<file path="src/rtl/pm_reduce_serial.sv">
// Serial reduction modulo p = 2^N - C: folds x = hi*2^N + lo into lo + hi*C until x < 2^N,
// with hi*C formed by a shift-and-add over the CW bits of C, MSB first.
module pm_reduce_serial #(
  parameter int N  = 255,
  parameter int C  = 19,
  parameter int CW = 5,
  parameter int IW = 512
) (
  input  logic          clk,
  input  logic          reset,
  input  logic          in_valid,
  output logic          in_ready,
  input  logic [IW-1:0] in_data,
  input  logic          in_partial,
  output logic          out_valid,
  input  logic          out_ready,
  output logic [N-1:0]  out_data,
  output logic [2:0]    out_folds,
  output logic          busy
);

  localparam int XW = IW + 1;                // accumulator width
  localparam int HW = XW - N;                // width of the high part x[IW:N]
  localparam int AW = HW + CW;               // hi * C < 2^(HW+CW)
  localparam int BW = (CW > 1) ? $clog2(CW) : 1;

  localparam logic [CW-1:0] C_VEC = CW'(C);
  localparam logic [N-1:0]  P_VAL = ~N'(0) - N'(C - 1);

  typedef enum logic [2:0] {
    S_IDLE,
    S_CHECK,
    S_MUL,
    S_FOLD,
    S_OUT
  } state_t;

  state_t         state_q, state_d;
  logic [XW-1:0]  x_q, x_d;
  logic [HW-1:0]  hi_q, hi_d;
  logic [N-1:0]   lo_q, lo_d;
  logic [AW-1:0]  acc_q, acc_d;
  logic [BW-1:0]  bit_q, bit_d;
  logic [2:0]     folds_q, folds_d;
  logic           partial_q, partial_d;
  logic           out_valid_q, out_valid_d;
  logic [N-1:0]   out_data_q, out_data_d;
  logic [2:0]     out_folds_q, out_folds_d;

  // NOTE: every flop, datapath included, is cleared by the synchronous reset so that an
  // abandoned operation leaves no residue visible on the outputs.
  always_ff @(posedge clk) begin
    if (reset) begin
      state_q     <= S_IDLE;
      x_q         <= '0;
      hi_q        <= '0;
      lo_q        <= '0;
      acc_q       <= '0;
      bit_q       <= '0;
      folds_q     <= '0;
      partial_q   <= 1'b0;
      out_valid_q <= 1'b0;
      out_data_q  <= '0;
      out_folds_q <= '0;
    end else begin
      state_q     <= state_d;
      x_q         <= x_d;
      hi_q        <= hi_d;
      lo_q        <= lo_d;
      acc_q       <= acc_d;
      bit_q       <= bit_d;
      folds_q     <= folds_d;
      partial_q   <= partial_d;
      out_valid_q <= out_valid_d;
      out_data_q  <= out_data_d;
      out_folds_q <= out_folds_d;
    end
  end

  // NOTE: every _d defaults to its _q before the case statement, so no path leaves a
  // variable unassigned and no latch is inferred.
  always_comb begin
    state_d     = state_q;
    x_d         = x_q;
    hi_d        = hi_q;
    lo_d        = lo_q;
    acc_d       = acc_q;
    bit_d       = bit_q;
    folds_d     = folds_q;
    partial_d   = partial_q;
    out_valid_d = out_valid_q;
    out_data_d  = out_data_q;
    out_folds_d = out_folds_q;

    case (state_q)
      S_IDLE: begin
        if (in_valid) begin
          x_d       = {1'b0, in_data};
          partial_d = in_partial;
          folds_d   = '0;
          state_d   = S_CHECK;
        end
      end

      S_CHECK: begin
        if (|x_q[XW-1:N]) begin
          hi_d    = x_q[XW-1:N];
          lo_d    = x_q[N-1:0];
          acc_d   = '0;
          bit_d   = BW'(CW - 1);
          state_d = S_MUL;
        end else begin
          // x < 2^N here, so one conditional subtraction completes the reduction
          if (!partial_q && (x_q[N-1:0] >= P_VAL)) begin
            out_data_d = x_q[N-1:0] - P_VAL;
          end else begin
            out_data_d = x_q[N-1:0];
          end
          out_folds_d = folds_q;
          out_valid_d = 1'b1;
          state_d     = S_OUT;
        end
      end

      S_MUL: begin
        acc_d = {acc_q[AW-2:0], 1'b0} + (C_VEC[bit_q] ? {{CW{1'b0}}, hi_q} : '0);
        if (bit_q == '0) begin
          state_d = S_FOLD;
        end else begin
          bit_d = bit_q - BW'(1);
        end
      end

      S_FOLD: begin
        x_d     = {{(XW-N){1'b0}}, lo_q} + {{(XW-AW){1'b0}}, acc_q};
        folds_d = (folds_q == 3'd7) ? folds_q : folds_q + 3'd1;
        state_d = S_CHECK;
      end

      S_OUT: begin
        if (out_ready) begin
          out_valid_d = 1'b0;
          state_d     = S_IDLE;
        end
      end

      default: state_d = S_IDLE;
    endcase
  end

  assign in_ready  = (state_q == S_IDLE);
  assign busy      = (state_q != S_IDLE);
  assign out_valid = out_valid_q;
  assign out_data  = out_data_q;
  assign out_folds = out_folds_q;

endmodule

</file>
<file path="config.mk">
export PLATFORM = sky130hd
export DESIGN_NAME = pm_reduce_serial
export DESIGN_NICKNAME = d
export VERILOG_FILES = /design/src/rtl/pm_reduce_serial.sv
export SDC_FILE = /design/constraint.sdc
export NUM_CORES = 2
export LEC_CHECK = 0
export CAP_MARGIN = 20
export CELL_PAD_IN_SITES_DETAIL_PLACEMENT = 0
export CELL_PAD_IN_SITES_GLOBAL_PLACEMENT = 2
export CORE_MARGIN = 4
export CORE_UTILIZATION = 34
export DETAILED_ROUTE_END_ITERATION = 6
export GPL_TIMING_DRIVEN = 0
export HOLD_SLACK_MARGIN = 0.12
export PLACE_DENSITY_LB_ADDON = 0.08
export SLEW_MARGIN = 10
export SYNTH_ARGS = -nofsm -noshare
export SYNTH_HDL_FRONTEND = slang
export SYNTH_SLANG_ARGS = --single-unit
</file>
<file path="constraint.sdc">
create_clock -name clk -period 6.1 [get_ports clk]
set_clock_uncertainty 0.2 [all_clocks]
set_input_delay 0.61 -clock clk [delete_from_list [all_inputs] [get_ports clk]]
set_output_delay 0.61 -clock clk [all_outputs]
set_load 0.005 [all_outputs]
</file>
==> impl_results.md <==
* Cell area power density at 225 nW/µm²
* Share of the clock period used by the worst path at 1.01
* Violated checks: negative setup slack
* Final RePlAce weighted congestion at between 1 and 1.5
* Nature of the critical path startpoint: register
* Count of fill cells added during filler insertion at roughly 29000
* Crit Path Category: register to register
* Crit-path cells: clkbuf_4 -> clkbuf_2 -> and2_1 -> ha_1 -> clkbuf_2 -> a21oi_1 -> o21ai_0 -> a21oi_1 -> o211ai_1 -> a41oi_4 -> buf_12 -> a2111oi_4 -> o21ai_1 -> a21oi_2 -> buf_4 -> o21ai_4 -> nand2_1 -> a31o_2 -> a21boi_0 -> nor2_1 -> or3_1 -> a32o_1
* Post-synth net total at roughly 14000
* Final Power at approximately 27000 µW
* Area of the core region at roughly 280000 µm²
* Multi-input logic area at between 60000 and 70000 µm²
* Detailed placer's ending HPWL at 502000 µm
* Initial Util at 0.343
* H-tree depth at 4
* Crit path DAT at ~6700 ps
* Pin count of the biggest net entering global routing at 16
* Number of cells on the worst hold path at 3
* EDFF count, synth at 0
* Yosys synthesis warning count at 0
* Via count of the first global-routing pass at 103000
* Worst hold-check slack at 162 ps
* Setup Viol. Count Final at 15
* Die height at about 540 µm
* All-Layer GR Usage at 0.394
* CP endpoint kind: register
* Total number of placement rows at between 150 and 200
* Fraction of registers with async set/reset at 0
* Number of nets in the finished design at 15600
* Clock root buffer: sky130_fd_sc_hd__clkbuf_16
* Slew headroom at 0.126
* Post-route standard cell area excluding fillers at roughly 120000 µm²
* Tightest Hold Check Type: primary input to register
* Worst r2r dst: acc_q[177]
* Storage element area at between 30000 and 40000 µm²
* Average vias per placed instance at between 5 and 6
* Status: finished, violations left
* Least setup slack across all paths after layout at -45.3 ps
* Synthesized instance count at 13200
* Most used DFF post-synth: sky130_fd_sc_hd__dfxtp_1
* Cell at the slowest stage of the critical path: sky130_fd_sc_hd__dfxtp_4
* Final slew viol count at 0
* Maximum net fanout on the critical path at 10
* Floorplan die area at 288000 µm²
* Count of final hold-check violations at 0
* Residual antenna-violating net count after detailed routing at 0
* Total overflow reported by the global router at 0
* Unrepaired setup endpoints after global routing: yes
* Timing-limited maximum frequency at about 160 MHz
* Required time of the critical path at ~6700 ps
* Post-route DRC at 0
* Global-route wire length before repair at slightly above 800000 µm
* Area of the mapped netlist at approximately 95000 µm²
* Horizontal die dimension at roughly 540 µm
* Maximum clock path buffer count at 4
* Post-route core utilization at 0.434
* Vias post-DR at between 100k and 150k
* Standard cell area after detailed placement at approximately 110000 µm²
* Maximum ir drop on the vdd rail at roughly 250 µV
* Static leakage at around 0.044 µW
* I/O pin count at about 780
* TritonCTS buffer count at about 190
* Slew at the pin closest to its max-slew limit at roughly 1300 ps
* Post-route minimum period at just over 6000 ps
* Clock latency reported for the late side of the worst-skew pair at about 930 ps
* WL/cell at between 30 and 40 µm
* Layout cells sized above 1 at 0.0572
* TritonCTS clock tree: yes
* Hold Startpoint: in_data[0]
* Clock edge transition at the registers on the reported setup and hold paths at around 70 ps
* Quantity of I/O buffers inserted on ports at 776
* Setup TNS after final layout at -364 ps
* #FFs+latches synth at 1557
* Routed wire length at just under 600000 µm
* Endpoint with the worst hold slack: x_q[0]
* Sequential element share of the synthesized area at 0.328
* Crit path largest cell delay at around 420 ps
* Worst reg-to-reg setup slack at -50 ps
* Number of antenna violations at the first check in global routing at 64
* 1st-pass router iterations at 7
* Worst Path Buf+Inv at 5
* Largest delay contributor family on the critical path: compound AO/OA/AOI/OAI gates
* Reported max-cap violation count at 0
* Count of cells along the worst register-to-register path at 22
* Yosys cell types at 86
* Sinks on the clock net at 1557
* Syn-to-layout area delta at 26.6%
* Initial DRC count at 12000
* Avg Synthesized Cell Area at between 7 and 8 µm²
worst max path at each step:
stage	from	to	slack, ps	cells after the start
2_1_floorplan	register	acc_q[235]	1340	19
3_3_place_gp	x_q[342]	out_data[192]	-5430	11
4_1_cts	register	acc_q[262]	-30	21
3_5_place_dp	register	acc_q[262]	-3700	21
5_1_grt	register	acc_q[262]	-80	23
6_report	register	acc_q[177]	-50	22
cells in the final DEF (no fill, tap or decap), drive strengths merged, types with 219 or more instances in the layout:
cell type	instances
clkdlybuf4s50	776
o21bai	219
a21oi	1862
o21ai	687
xnor2	301
nor2	1133
a22oi	316
nand4	394
a21o	261
and2	281
ha	517
nand2	2870
dfxtp	1557
dlygate4sd3	312
clkbuf	1033
sequential cells by signal, summed over array words and instances, names as in the netlist, named ones only:
name       count
acc_q        263
bit_q          3
folds_q        3
hi_q         257
lo_q         255
out_data     255
out_folds      3
out_valid      1
partial_q      1
state_q        3
x_q          512
Yosys cell counts, drive strengths merged (219+ instances only):
cell type,instances,area share
a22oi,316,0.025
dfxtp,1557,0.33
a21oi,1862,0.098
nand2,2870,0.11
and2,281,0.018
nor2,1133,0.045
a21o,261,0.021
o21ai,687,0.036
nand4,394,0.026
ha,517,0.068
clkbuf,837,0.033
xnor2,301,0.028
o21bai,219,0.017
power by group:
part | internal [µW] | total (µW) | switching, µW
clock network | 7170 | 12200 | 5040
logic | 1170 | 3540 | 2370
registers | 10600 | 11300 | 707
total | 18900 | 27000 | 8120
repair_timing:
| action | CTS | global route |
|---|---|---|
| gates cloned | 0 | 0 |
| resized for setup | 231 | 105 |
| hold endpoints to repair | 312 | 0 |
| setup buffers | 50 | 17 |
| hold buffers | 312 | 0 |
| pin swaps | 41 | 17 |
| setup endpoints to repair | 721 | 150 |
cells by family after synthesis:
family	after synthesis	share of synthesized area
AO/OA/AOI/OAI	4098	0.262
XOR/XNOR	499	0.0460
adder cells (fa/ha/maj)	519	0.0685
buffers and inverters	1088	0.0433
flip-flops	1557	0.328
multiplexers	59	0.00621
AND/OR/NAND/NOR	5396	0.246
area by class of cell:
| class | instances | area share |
|---|---|---|
| clock inverter | 90 | 0.0110 |
| multi-input combinational | 10600 | 0.509 |
| inverter | 204 | 0.00636 |
| antenna | 38 | 0.000790 |
| timing repair buffer | 1229 | 0.104 |
| buffer | 837 | 0.0276 |
| sequential | 1557 | 0.259 |
| tap | 3705 | 0.0385 |
| clock buffer | 246 | 0.0435 |
worst min-delay path: stages:
cell	delay [ps]
sky130_fd_sc_hd__clkdlybuf4s50_1	440
sky130_fd_sc_hd__o22ai_1	130
sky130_fd_sc_hd__a311oi_1	70
routing by layer:
| metal | track usage | part of all wire |
|---|---|---|
| met1 | 0.494 | 0.41 |
| met5 | 0 | 0.00023 |
| met3 | 0.0635 | 0.073 |
| met4 | 0.292 | 0.089 |
| met2 | 0.610 | 0.43 |
stage by stage:
step	setup slack, ps	std cells
final	-45.3	18500
after global routing	-79.4	18400
after CTS	-29.2	18400
after detailed placement	-3700	17800
after global placement	-5430	17700
after floorplan	1340	13200
(Power assumes the default switching activity.)
